==> config.mk <==
export PLATFORM = sky130hd
export DESIGN_NAME = pn_arbiter
export DESIGN_NICKNAME = d
export VERILOG_FILES = /design/src/rtl/pn_arbiter.sv
export SDC_FILE = /design/constraint.sdc
export NUM_CORES = 1
export LEC_CHECK = 0
export ABC_AREA = 1
export CAP_MARGIN = 25
export CORE_MARGIN = 1
export CORE_UTILIZATION = 49
export CTS_CLUSTER_DIAMETER = 200
export DETAILED_ROUTE_END_ITERATION = 8
export PLACE_DENSITY = 0.85
export SYNTH_ARGS = -nofsm -noshare
export SYNTH_HDL_FRONTEND = slang
export SYNTH_SLANG_ARGS = --single-unit
==> constraint.sdc <==
create_clock -name clk -period 4.4 [get_ports clk]
set_input_delay 0.88 -clock clk [delete_from_list [all_inputs] [get_ports clk]]
set_output_delay 0.88 -clock clk [all_outputs]
set_load 0.02 [all_outputs]
==> src/rtl/pn_arbiter.sv <==
// pn_arbiter: round-robin owner of one shared Polish Notation core.
// Grants one requester at a time, forwards its token burst to the core
// through one register stage, tags core results with the owner ID and
// closes each transaction with a res_done pulse carrying count and error.
module pn_arbiter #(
   parameter int unsigned N       = 4,
   parameter int unsigned ID_W    = 2,
   parameter int unsigned MAX_TOK = 12,
   parameter int unsigned TIMEOUT = 64
) (
   input  logic                   clk,
   input  logic                   rst,
   input  logic [N-1:0]           req,
   input  logic [2*N-1:0]         req_mode,
   input  logic [N-1:0]           req_operator,
   input  logic [3*N-1:0]         req_in,
   input  logic [N-1:0]           req_in_valid,
   output logic [N-1:0]           grant,
   output logic [1:0]             core_mode,
   output logic                   core_operator,
   output logic [2:0]             core_in,
   output logic                   core_in_valid,
   input  logic                   core_out_valid,
   input  logic signed [31:0]     core_out,
   output logic                   res_valid,
   output logic signed [31:0]     res_data,
   output logic [ID_W-1:0]        res_id,
   output logic                   res_done,
   output logic                   res_err,
   output logic [2:0]             res_cnt
);

   localparam int unsigned TOK_W = $clog2(MAX_TOK + 1);
   localparam int unsigned WD_W  = $clog2(TIMEOUT);

   typedef enum logic [1:0] {S_IDLE, S_SEND, S_WAIT, S_DONE} state_t;

   state_t            state;
   logic [ID_W-1:0]   last;
   logic [ID_W-1:0]   owner;
   logic [ID_W-1:0]   pick;
   logic [ID_W-1:0]   cand;
   logic              found;
   logic [N-1:0]      pick_hot;
   logic [TOK_W-1:0]  tok_cnt;
   logic [WD_W-1:0]   wd;
   logic [2:0]        res_count;
   logic              err;
   logic [1:0]        sel_mode;
   logic              sel_op;
   logic [2:0]        sel_in;
   logic              sel_valid;
   logic              wd_expired;

   // Round-robin search: first requesting channel after the previous owner
   always_comb begin
      found    = 1'b0;
      pick     = '0;
      cand     = '0;
      pick_hot = '0;
      for (int unsigned i = 1; i <= N; i++) begin
         cand = ID_W'((32'(last) + i) % N);
         if (!found && req[cand]) begin
            found = 1'b1;
            pick  = cand;
         end
      end
      for (int unsigned i = 0; i < N; i++) begin
         pick_hot[i] = (pick == ID_W'(i));
      end
   end

   // Token-side mux selecting the current owner's channel
   always_comb begin
      sel_mode  = '0;
      sel_op    = 1'b0;
      sel_in    = '0;
      sel_valid = 1'b0;
      for (int unsigned i = 0; i < N; i++) begin
         if (owner == ID_W'(i)) begin
            sel_mode  = req_mode[2*i +: 2];
            sel_op    = req_operator[i];
            sel_in    = req_in[3*i +: 3];
            sel_valid = req_in_valid[i];
         end
      end
   end

   assign wd_expired = (wd == WD_W'(TIMEOUT - 1));

   // Transaction FSM with all outputs registered
   always_ff @(posedge clk) begin
      if (rst) begin
         state         <= S_IDLE;
         last          <= ID_W'(N - 1);
         owner         <= '0;
         grant         <= '0;
         core_mode     <= '0;
         core_operator <= 1'b0;
         core_in       <= '0;
         core_in_valid <= 1'b0;
         res_valid     <= 1'b0;
         res_data      <= '0;
         res_id        <= '0;
         res_done      <= 1'b0;
         res_err       <= 1'b0;
         res_cnt       <= '0;
         tok_cnt       <= '0;
         wd            <= '0;
         res_count     <= '0;
         err           <= 1'b0;
      end else begin
         res_valid     <= 1'b0;
         res_done      <= 1'b0;
         core_in_valid <= 1'b0;
         case (state)
            S_IDLE: begin
               if (found) begin
                  grant <= pick_hot;
                  owner <= pick;
                  wd    <= '0;
                  state <= S_SEND;
               end
            end
            S_SEND: begin
               core_mode     <= sel_mode;
               core_operator <= sel_op;
               core_in       <= sel_in;
               wd            <= wd + WD_W'(1);
               if (sel_valid) begin
                  if (tok_cnt == TOK_W'(MAX_TOK)) begin
                     err <= 1'b1;
                  end else begin
                     tok_cnt       <= tok_cnt + TOK_W'(1);
                     core_in_valid <= 1'b1;
                  end
               end else if (tok_cnt != '0) begin
                  grant <= '0;
                  wd    <= '0;
                  state <= S_WAIT;
               end else if (wd_expired) begin
                  grant    <= '0;
                  res_done <= 1'b1;
                  res_id   <= owner;
                  res_cnt  <= res_count;
                  res_err  <= 1'b1;
                  state    <= S_DONE;
               end
            end
            S_WAIT: begin
               wd <= wd + WD_W'(1);
               if (core_out_valid) begin
                  res_valid <= 1'b1;
                  res_data  <= core_out;
                  res_id    <= owner;
                  if (res_count != 3'd4) res_count <= res_count + 3'd1;
               end else if (res_count != '0 || wd_expired) begin
                  res_done <= 1'b1;
                  res_id   <= owner;
                  res_cnt  <= res_count;
                  res_err  <= err | (res_count == '0);
                  state    <= S_DONE;
               end
            end
            S_DONE: begin
               last      <= owner;
               tok_cnt   <= '0;
               wd        <= '0;
               res_count <= '0;
               err       <= 1'b0;
               res_cnt   <= '0;
               res_err   <= 1'b0;
               state     <= S_IDLE;
            end
            default: state <= S_IDLE;
         endcase
      end
   end

endmodule

### Word-level counts from Yosys, hierarchy flattened

Index checks and enable logic that the tools add are counted.

* register bits after elaboration: 71
* output and inout port bits: 51
* logic and storage cells: 170

* $add $sub $neg: 7
* $lt $le $gt $ge: 4
* equal/unequal tests: 25
* mux-type cells: 83
* bitwise logic cells: 4
* reductions and logical operators: 29

Operator list (number)
* $mux 2: 19
* $mux 3: 11
* $mux 1: 30
* $mux 4: 6
* $pmux 6 s4: 1
* $ne 2x2->1 const B: 11
* $mux 6: 3
* $pmux 4 s2: 2
* $eq 2x2->1 const B: 6
* $lt 2x3->1 const B: 4
* $reduce_and 5->1: 2
* $ne 3x3->1 const B: 3
* $pmux 3 s3: 1
* $reduce_and 3->1: 3
* $bmux 1 s2: 4
* $pmux 2 s4: 1
* $reduce_bool 2->1: 4
* $add 6x1->6 const B: 1
* $eq 2x1->1 const B: 3
* $eq 6x6->1 const B: 1
* $logic_not 2->1: 3
* $pmux 3 s2: 1
* $reduce_and 6->1: 1
* $reduce_bool 3->1: 2
* other kinds (19): 29

### Logic depth before layout (Yosys ltp)

Gate-level depths: netlist of run 1.

* depth in word-level cells: 16
* depth in mapped cells: 14
* gate-level depth less buffers: 12

### Worst setup path after synthesis of run 1

No wires, ideal clock.

* path kind: input port to flip-flop
* from: in req[3]
* to: reg wd[5]
* library setup time: 0.073 ns
* data arrival time: 1.835 ns
* data required time: 4.327 ns
* path slack: 2.492 ns
* stages: 9
* cell sequence: nand2_1 > nand2_4 > nand2_2 > nand2_2 > nor2_8 > nand4_4 > buf_6 > and3_1 > nor3_2

* cells in the longest elaborated chain, start to end: 13
* elaborated cells on any way between the ends: 19

Ends and longest elaborated chain
* from (decl): line 13 `input logic [N-1:0] req,`
* $bmux 1 s2: line 63 `if (!found && req[cand]) begin`
* $mux 1 (not written as such): line 63
* $mux 1: line 63
* $logic_not 1->1: line 63
* $logic_and 1x1->1: line 63
* $mux 1: line 63
* $logic_not 1->1: line 63
* $logic_and 1x1->1: line 63
* $mux 1: line 63
* $logic_not 1->1: line 63
* $logic_and 1x1->1: line 63
* $mux 1 *: line 63
* $ne 2x2->1 (no line) *
* to (signal assigned): line 129 `wd <= wd + WD_W'(1);`
* to (signal assigned): line 151 `wd <= wd + WD_W'(1);`
* to (decl): line 46 `logic [WD_W-1:0] wd;`

Mark *: on every way between the ends. The rest lies on a longest branch, timed or not. The select of a mux whose other input is x is not followed.
A chain may end at the register's enable or synchronous reset.

==> results.txt, run 1 <==
- After synthesis, the share of flip-flops with an asynchronous set or reset is 0%.
* Worst Slack Setup Final: 1.88 ns
- Setup repair after global routing left no endpoint under its margin.
- Standard cell core area: around 0.0068 mm^2
* Status: finished clean
* Largest family of logic cells by synthesized area: simple AND/OR/NAND/NOR gates
- The worst setup path is of the input pin to register kind.
- Sequential cells were found to cover about two fifths of the synthesized design area.
- Area contributors post-synth: dfxtp_1 41%, nor2_1 10%, nand2_1 7.8%, o21ai_0 7.7%, inv_1 5.0%
- The worst hold path begins at res_id[0].
- Initial Utilization: slightly above 50%
- For this run, the total global-route usage over all layers was measured as between 20% and 30%.
* Critical path arrival: 2.77 ns
* Adder-cell area share of the yosys netlist: approximately 3.3%
* Worst skew pair latency: between 0.3 and 0.4 ns
* Critical register-to-register path startpoint: state[0]
- Clock tree synthesis inserted a total of 9 buffers.
- CP cell instances: clkdlybuf4s50_1 > inv_1 > buf_4 > o21ai_0 > a221oi_1
* Simple-gate area share of the yosys netlist: between 20 and 30%
* Ratio of cells with drive above 1 in the final layout: ~8.5%
- The number of cells on the worst reg-to-reg path is 7.
- The tool flagged a number of max-cap violations equal to 0.
* Largest fanout on the critical path: 36
* Fraction of synthesized area in multiplexers: 0%
- In this run, flip-flops and latches consume roughly a third of the power.
- Row Count: 30
- Tmin final: around 2.5 ns
* Worst clock skew: 0.0123 ns
- Quantity of hold-fixing buffers added after cts: 0
- After detailed routing, the total wire length is 8340 um.
* Drt initial violations: roughly 160
- Htree depth: 3
- DR vias: 3479
- After clock tree synthesis, the clock-pin slew on the worst setup and hold paths is 0.08 ns.
- Highest clock frequency the design can meet: roughly 0.40 GHz
- Fillers: ~520
* Worst hold margin: approximately 0.46 ns
* Post-CTS resize count: 0
- For hold timing, the worst endpoint is res_id[0].
- Internal power comes to ~0.0015 W.
* Total Die Area: ~0.0074 mm^2
- Grt ovf: 0
- Compared with the post-synthesis result, the final layout area differs by 41.6%.
* Largest delay contributor family on the critical path: buffers and inverters
- Setup violations remaining at the end of the flow were counted as 0.
* Net count after synthesis: around 560
- Mean cell area of the mapped netlist: just over 7 um^2
- Post-DP HPWL: roughly 6200 um
- Entering global routing, the biggest net connects 37 pins.
* Crit Reg-Reg Endpoint: wd[4]
* Final period utilization: a little under three fifths
- Number of vias per cell after detailed routing: ~5
- The number of antenna violations at the first check in global routing came to 0.
* Parity-gate share of the synthesized area counting xor and xnor cells: 0%
- Seq cells post-synth: 71
- The path class of the tightest hold or removal check is register to register.
- In this run, the clock network consumes between 20% and 30% of the power.
- Post-CTS timing repair inserted 0 buffers for setup.
- Routability Congestion: just over 0.8
* Cell Area, Synth: 0.00346 mm^2
- The worst hold path passes through 2 cells.
* Yosys warning total: 0
- Synthesized instance count: between 400 and 500
* Via count of the first global-routing pass: roughly 3.2k
- Power spread over the standard cell area amounts to 522 mW/mm^2.
- Summed over all nets, the switching power comes to approximately 0.0010 W.
- For this run, the slowest stage of the critical path takes between 0.7 and 0.8 ns.
- Final Max Slew Viols: 0
* Sum of buffers and inverters on the critical path: 3
- The tree is rooted in a clkbuf_8.
- Proportion of power drawn by combinational gates: approximately 44%
- Cell type with the largest total area after synthesis: dfxtp_1
- Buffers placed on the I/O ports in this run total 117.
* Hold Fails Final Rpt: 0
- The count of nets left with antenna violations once routing finished came out at 0.
- Sum Neg Setup Slack: 0 ns
- Total number of clock tree sinks: 71
* Number of inserted diodes: 0
- In this run the biggest area consumer among cell types represents between 40 and 50% of the synthesized area.
- Pin placement for this block handled 118 I/O pins.
- Switching share of power: between 30% and 40%
- CTS tree: built
* Die Y-Extent: roughly 86 um
- Ranking of synthesized cells by instance count: 93 x nor2_1, 72 x nand2_1, 71 x dfxtp_1
- Crit path capture type: register
- Tightest slew margin relative to the limit: between 30 and 40%
- VDD sags by at most between 0.0003 and 0.0004 V.
- Summing internal, switching and leakage power gives roughly 0.0026 W.
* Area of placed instances: ~0.0047 mm^2
- Worst setup slack for register-to-register paths: approximately 2.3 ns
- Req. time, crit path: 4.65 ns
- The worst setup path is launched from an input pin.
- Post-DR wirelength/cell: between 10 and 15 um
* Number of nets in the final layout: around 670
- For this run, the detailed router's first-pass iteration total came to 8.
- Number of library cell types mapped by synthesis: 38
- Once layout is done, the placed cells without fillers occupy 0.00490 mm^2.
* Post-placement setup slack: 1.53 ns
* Dominant cell by count in the synthesized netlist: nor2_1
* Static Leak: between 1.5 and 2 nW
- Residual DRC: 0
- Fraction of the mapped netlist area in compound gates: approximately 18%
* Post-synth EDFFs: 0
* Clock buffer depth: 2
- Die width: 86.1 um
* Leading register cell type out of synthesis: dfxtp_1
- On the critical path, the stage with the largest delay is an instance of clkdlybuf4s50_1.
- Wire length of the first global-routing pass: approximately 14000 um
- Transition time at the pin with the least slew margin: ~0.95 ns
worst max-delay path by stage:
| stage | startpoint | slack (ns) | depth (start not counted) | end |
|---|---|---|---|---|
| 6_report | rst | 1.88 | 5 | res_count[2] |
| 5_1_grt | rst | 1.68 | 5 | res_count[2] |
| 4_1_cts | rst | 1.90 | 5 | res_count[2] |
| 3_5_place_dp | rst | 1.53 | 5 | res_count[2] |
| 3_3_place_gp | rst | 1.57 | 5 | res_count[2] |
| 2_1_floorplan | req[3] | 2.49 | 9 | wd[5] |
power groups by stage:
stage	Sequential [W]	Combinational, W	Clock [W]
detailed placement	0.000863	0.00111	0
floorplan	0.000957	0.000647	0
finish	0.000850	0.00112	0.000589
global placement	0.000859	0.00109	0
global route	0.000865	0.00124	0.000627
CTS	0.000849	0.00112	0.000597
layout make-up:
type	instances	area [um^2]	area share, %
Multi-Input combinational cell	338	1740	35.6
Sequential cell	71	1420	29.0
Timing Repair Buffer	119	1190	24.2
Inverter	53	201	4.11
Clock buffer	9	124	2.53
Tap cell	96	120	2.45
Clock inverter	7	104	2.12
worst register-to-register path, cell delays in order, from the launching register on:
cell and delay (ns):
dfxtp_1 0.42, ha_1 0.63, inv_1 0.09, nor2_1 0.21
inv_1 0.11, a31oi_2 0.29, o21ai_2 0.14, nor3_1 0.17
cell usage in the layout (no fill, tap or decap), drive strengths merged:
cell type and instances:
or2 2, clkbuf 9, a31oi 8, a21oi 32, o31ai 1, bufinv 2
nor3 11, o21ai 56, and2 1, clkinvlp 2, and3 1, nand3 20
a221oi 7, clkinv 1, clkdlybuf4s50 117, a21boi 1, nand4 7, o2111ai 1
nand2 84, buf 2, nor2 96, inv 55, o22ai 1, dfxtp 71
ha 9
registers in the layout (all words and copies together) (netlist names), 2 cells and up:
signal	cells
core_in	3
res_cnt	3
core_mode	2
grant	4
last	2
state	2
owner	2
res_count	3
res_id	2
res_data	32
wd	6
tok_cnt	4
metrics by stage:
stage	utilization, %	cells
after global routing	72.1	693
after detailed placement	68.8	677
final	72.1	693
after CTS	72.1	693
after floorplan	-	481
after global placement	68.8	677
routing by layer:
| metal | GRT usage [%] | share of wire [%] |
|---|---|---|
| met1 | 28.3 | 43 |
| met2 | 40.5 | 49 |
| met5 | 0 | 0 |
| met4 | 9.85 | 2.2 |
| met3 | 5.20 | 5.7 |
cell families (layout without fill, tap and decap cells):
logic type / after synthesis / in the layout
and+or+nand+nor: 222 / 222
AOI/OAI and AO/OA: 107 / 107
buffers and inverters: 72 / 188
DFF: 71 / 71
adders and majority gates: 9 / 9
Power figures use the tool's default switching activity.
==> inputs of run 2 (changes only) <==
--- a/config.mk
+++ b/config.mk
@@ -8,10 +8,10 @@
 export ABC_AREA = 1
 export CAP_MARGIN = 25
 export CORE_MARGIN = 1
-export CORE_UTILIZATION = 49
+export CORE_UTILIZATION = 41
 export CTS_CLUSTER_DIAMETER = 200
 export DETAILED_ROUTE_END_ITERATION = 8
-export PLACE_DENSITY = 0.85
+export PLACE_DENSITY = 0.76
 export SYNTH_ARGS = -nofsm -noshare
 export SYNTH_HDL_FRONTEND = slang
 export SYNTH_SLANG_ARGS = --single-unit
==> constraint.sdc (replaced) <==
create_clock -name clk -period 2.2 [get_ports clk]
set_input_delay 0.44 -clock clk [delete_from_list [all_inputs] [get_ports clk]]
set_output_delay 0.44 -clock clk [all_outputs]
set_load 0.02 [all_outputs]
==> results.txt, run 2 (synthesis gave the netlist of run 1 again) <==
- between 100 and 150 I/O pins were placed.
* Tot GR Track Use: between 10% and 20%
- For the pin with the worst max-slew slack, the measured transition is 0.480 ns.
- Residual DRC: 0
- The congestion estimate from routability-driven global placement came to 0.795.
- The final hold violation count was 0.
* Tightest slew margin relative to the limit: approximately two thirds
- For this design, the CTS-stage hold fixing added 0 buffers.
* Sort of element at the start of the critical path: register
- Once the floorplan was initialized, standard cells occupied a little over two fifths of the core.
- Count of input and output buffers: 117
- At the end of the flow, the number of nets in the layout was between 600 and 700.
- Number of detailed-routing iterations run before antenna repair: 4
- Combined area of the multi-input logic cells: about 0.0017 mm^2
* Crit path capture type: register
- Post-DR wirelength/cell: approximately 12 um
- Drt initial violations: 152
- Grt ovf: 0
- The register with the most flip-flops in the layout has 32 of them.
- Across the run, the number of max-cap violations was 0.
- Die Y-Extent: roughly 94 um
- CTS tree: built
* Ratio of cells with drive above 1 in the final layout: a little under a tenth
* Wire length of the first global-routing pass: around 14000 um
- The number of antenna violations at the first check in global routing came to 0.
- Total Die Area: a little under 0.009 mm^2
* Type of the most critical hold path: register to register
- Total number of clock tree sinks: 71
- Sequential cell area: ~0.0014 mm^2
* Row Count: 33
- In the post-route analysis, the smallest setup slack over all paths is roughly 0.3 ns.
- The worst-case IR drop observed on VDD is approximately 0.00047 V.
- Power per standard cell area: about 1000 mW/mm^2
- Highest clock frequency the design can meet: around 0.53 GHz
- Clock-pin slew was measured on the worst setup and hold paths at approximately 0.08 ns.
* Critical path arrival: roughly 2.2 ns
- Largest fanout on the critical path: 8
- The H-tree was split into 3 levels.
- RSZ-0062 raised after global routing: no
- 0 antenna diodes ended up in the layout.
* Classification of the worst setup path: register to register
- Post-DP HPWL: 6480 um
- In the final layout, the registers with the most flip-flops are res_data x32, wd x6.
- Timing analysis after detailed placement gives a worst setup slack of about 0.07 ns.
- The register with the most flip-flops in the final layout is res_data.
- After detailed routing, the number of vias per cell comes to around 5.0.
- The routed layout has around 3.5k vias.
- Worst hold margin: around 0.45 ns
* Final Max Slew Viols: 0
- Post-CTS resize count: 0
- TritonCTS buffer count: 9
- Counting I/O delays and the setup requirement, the final critical path takes between 1.5 and 2 ns.
* Postcts setup bufs: 0
* Total power consumption of the routed design: roughly 0.005 W
* Most used cells in the layout excluding fill and tap cells: 117 x clkdlybuf4s50_1, 93 x nor2_1, 72 x nand2_1
* Setup Viol. Count Final: 0
* Fillers: between 700 and 800
* Via count of the first global-routing pass: ~3.2k
- Worst skew pair latency: around 0.35 ns
- Area added between synthesis and finish: 42.7%
- The root buffer cell chosen for the clock tree is clkbuf_8.
- For the final routed database, the setup TNS stands at 0 ns.
- The run finished with clean final reports.
* Antenna-violating nets left: 0
- The clock arrives with 0.00724 ns of skew.
* Commonest non-fill, non-tap cell in the layout: clkdlybuf4s50_1
- Clock buffer depth: 2
* Pin count of the biggest net entering global routing: 33
* Static Leak: a little under 2 nW
* Final Routed Wirelength: approximately 8600 um
- Die width: approximately 94 um
- Standard cell core area: a little over 0.008 mm^2
* Req. time, crit path: 2.47 ns
* Final period utilization: 86.4%
[run 2: worst max-delay path, cell delays in order, from the launching register on]
cell,delay (ns)
dfxtp_1,0.45
ha_1,0.42
inv_1,0.07
nor2_1,0.19
inv_1,0.11
a31oi_2,0.28
o21ai_2,0.13
nor3_1,0.18
[run 2: where the power goes]
group / switching [W] / internal [W]
logic: 0.00133 / 0.000921
clock network: 0.000511 / 0.000529
registers: 0.000184 / 0.00153
[run 2: per-stage QoR]
step	util, %	instance area, um^2	instances
6_report	60.4	4940	708
5_1_grt	60.4	4940	708
4_1_cts	60.4	4940	708
3_5_place_dp	58.0	4740	692
3_3_place_gp	58.0	4740	692
2_1_floorplan	-	3460	481
[run 2: final timing paths]
path	start	end	slack [ns]	cells after the start
worst min register to register	res_id[0]	res_id[0]	0.45	2
worst max-delay path	state[0]	wd[4]	0.30	7
worst min-delay path	res_id[0]	res_id[0]	0.45	2
worst max register to register	state[0]	wd[4]	0.30	7
[run 2: area by class of cell]
cell class / count / area share (%)
inverters: 53 / 4.08
multi-input cells: 338 / 35.3
repair buffers: 125 / 25.2
clock inverters: 6 / 1.42
well taps: 105 / 2.66
clock buffers: 10 / 2.58
flip-flops and latches: 71 / 28.8
[run 2: per-layer routing]
| layer | wire length [um] | GRT usage, % | up-vias |
|---|---|---|---|
| met5 | 0 | 0 | - |
| met4 | 172 | 8.59 | 0 |
| met3 | 351 | 3.32 | 15 |
| met2 | 4190 | 33.5 | 88 |
| met1 | 3900 | 23.4 | 1615 |
| li1 | - | - | 1808 |
==> inputs of run 3 (changes only) <==
==> constraint.sdc (replaced) <==
create_clock -name clk -period 1.6 [get_ports clk]
set_input_delay 0.32 -clock clk [delete_from_list [all_inputs] [get_ports clk]]
set_output_delay 0.32 -clock clk [all_outputs]
set_load 0.02 [all_outputs]
==> results.txt, run 3 (synthesis gave the netlist of run 1 again) <==
- The run finished, with violations left.
- Failing checks: negative setup slack
- In the routed layout, each cell is associated on average with a via count of 5.13.
- After detailed routing, the average wire length per cell comes to 14.0 um.
- Maximum ir drop on the vdd rail: just under 0.0007 V
- The register with the most flip-flops in the layout has 32 of them.
- The worst setup path is captured at a register.
* Via count of the first global-routing pass: 3785
- The floorplan step set the die width to about 94 um.
* Setup Viol. Count Final: 11
* Count of input and output buffers: approximately 120
* Static Leak: approximately 2.6 nW
- Commonest non-fill, non-tap cell in the layout: nor2_1
- Ranked by flip-flop count, first place goes to res_data.
- Final Max Slew Viols: 0
- After layout, the minimum clock period comes to ~1.7 ns.
- Worst Reg2Reg Path Length in Cells: 11
- Pin count of the biggest net entering global routing: 33
- The endpoint identified for the worst register-to-register timing path is grant[0].
* Grt ovf: 0
- Tightest slew margin relative to the limit: 80.5%
* Row Count: 33
- In the final layout, the share of cells above drive strength 1 is approximately a quarter.
* Total number of clock tree sinks: roughly 70
- In this run the register-to-register setup slack is -0.08 ns.
- Once detail routing completed, the nets flagged for antenna violations numbered 0.
- Clock-pin slew was measured on the worst setup and hold paths at ~0.090 ns.
- After the last flow step, the layout net total stands at between 700 and 800.
- STA classifies the critical path startpoint as a register.
- Number of inserted diodes: 0
* Launch point of the worst path: last[0]
* Initial Utilization: roughly 42%
- Worst clock skew: 0.0200 ns
* DR vias: between 3k and 4k
- TritonCTS built the clock tree.
* Cell chosen for the clock root: clkbuf_8
- In this run the most critical hold path is launched from res_id[0].
- Standard cell core area: 0.00818 mm^2
- Fillers: ~630
- Number of placed I/O pins: approximately 120
- The worst setup path is of the register to register kind.
- Residual DRC: 0
* Total Die Area: slightly below 0.009 mm^2
- The completed layout was analyzed and its total power is 0.00846 W.
- Routability Congestion: between 0.9 and 1
* Largest fanout on the critical path: 6
- The H-tree generated during clock tree synthesis spans 3 levels.
* Highest clock frequency the design can meet: between 0.5 and 0.6 GHz
- Clock tree synthesis inserted a total of 9 buffers.
* Critical path arrival: roughly 2 ns
- Fraction of the core area covered by cells at the end of the flow: 69.7%
* Final Routed Wirelength: about 11000 um
- For the worst setup path, the data required time is between 1.5 and 2 ns.
* Cell area after layout: 0.00570 mm^2
* Max capacitance violation total: 0
- The first detailed-routing pass ran for 4 iterations.
- Post-DP HPWL: between 6000 and 7000 um
- Buffers inserted to repair hold after CTS numbered 0.
- In this run the critical register-to-register path is launched from last[0].
- Tot GR Track Use: between 20% and 30%
- Area of placed instances: 0.00507 mm^2
- The worst hold path belongs to the class register to register.
- Drt initial violations: just over 200
- The final critical path takes up 105% of the cycle.
* Die Y-Extent: between 90 and 100 um
- Worst Slack Setup Final: -0.0772 ns
- Clock latency on the worst-skew pair, taken at its later pin, is approximately 0.37 ns.
- In the final layout, the registers with the most flip-flops are res_data x32, wd x6.
- Setup repair after global routing could not meet its margin everywhere.
- Final hold analysis gives a worst-case slack of ~0.45 ns.
* Antenna violations before repair: 0
- The clock passes through at most 2 buffers.
* Area added between synthesis and finish: 64.5%
* Number of cells traversed by the worst hold path: 2
- The first global-routing pass estimated 16100 um of wire.
- Hold Fails Final Rpt: 0
* Most used cells in the layout excluding fill and tap cells: 89 x nor2_1, 63 x dfxtp_1, 63 x clkdlybuf4s50_1
- The worst hold path terminates at res_id[0].
- Transition time at the pin with the least slew margin: a little under 0.3 ns
- Power per standard cell area: 1490 mW/mm^2
## run 3: cell count changes in the layout (fill, tap and decap cells not counted), moves of 9 or more
cell / change
dlygate4sd2_1: +50
nand2_2: +12
nand3_1: -9
a21oi_2: +9
clkdlybuf4s50_1: -54
a21oi_1: -11
nand2_1: -18
buf_4: +41
## run 3: power breakdown
part           switching [W]  leakage (nW)  total (W)  internal, W
Combinational        0.00247          1.87    0.00428      0.00181
Clock               0.000779         0.126    0.00184      0.00106
Sequential          0.000218         0.579    0.00234      0.00212
Total                0.00346          2.57    0.00846      0.00500
## run 3: layer usage
layer  vias up  routed length [um]  track usage [%]  share of wire, %
met4         0                 267             10.9               2.5
met2       111                5540             41.4                52
li1       1917                   -                -                 -
met3        25                 434             4.29               4.1
met5         -                   0                0                 0
met1      1825                4320             25.8                41
## run 3: final cells by class
cell class / count / area, um^2 / share of cell area, %
repair buffers: 172 / 1580 / 27.8
inverters: 53 / 211 / 3.71
clock inverters: 7 / 128 / 2.24
multi-input cells: 339 / 2080 / 36.5
clock buffers: 9 / 124 / 2.17
flip-flops and latches: 71 / 1440 / 25.3
well taps: 105 / 131 / 2.31
## run 3: through the flow
stage                     TNS [ns]  worst slack (ns)  std cells
after global routing         -3.20            -0.167        756
after detailed placement     -7.97            -0.403        732
final                       -0.342           -0.0772        756
after CTS                  -0.0467           -0.0175        755
after global placement       -6.23            -0.315        732
after floorplan                  0            0.0132        481
## run 3: how the worst max path moves through the flow
| stage | slack [ns] | endpoint | cells after the start |
|---|---|---|---|
| after floorplan | 0.01 | tok_cnt[2] | 7 |
| after global placement | -0.31 | wd[4] | 10 |
| after detailed placement | -0.40 | wd[4] | 10 |
| after CTS | -0.02 | wd[4] | 10 |
| after global routing | -0.17 | grant[0] | 8 |
| final | -0.08 | grant[0] | 11 |
## run 3: timing repair
item,in CTS,in global routing
gates resized for setup,92,68
pin swaps,24,29
setup endpoints to repair,97,60
cloned,1,0
buffers inserted,7,1
## run 3: critical path, stage by stage (launching register included)
cell and delay [ns]:
dfxtp_4 0.40, buf_6 0.14, nand2_2 0.05, nand2_2 0.09, nand2_1 0.08, nand2_2 0.11
inv_4 0.07, nand4_4 0.16, nand3_4 0.13, inv_4 0.11, nand3_2 0.09, a21oi_2 0.15
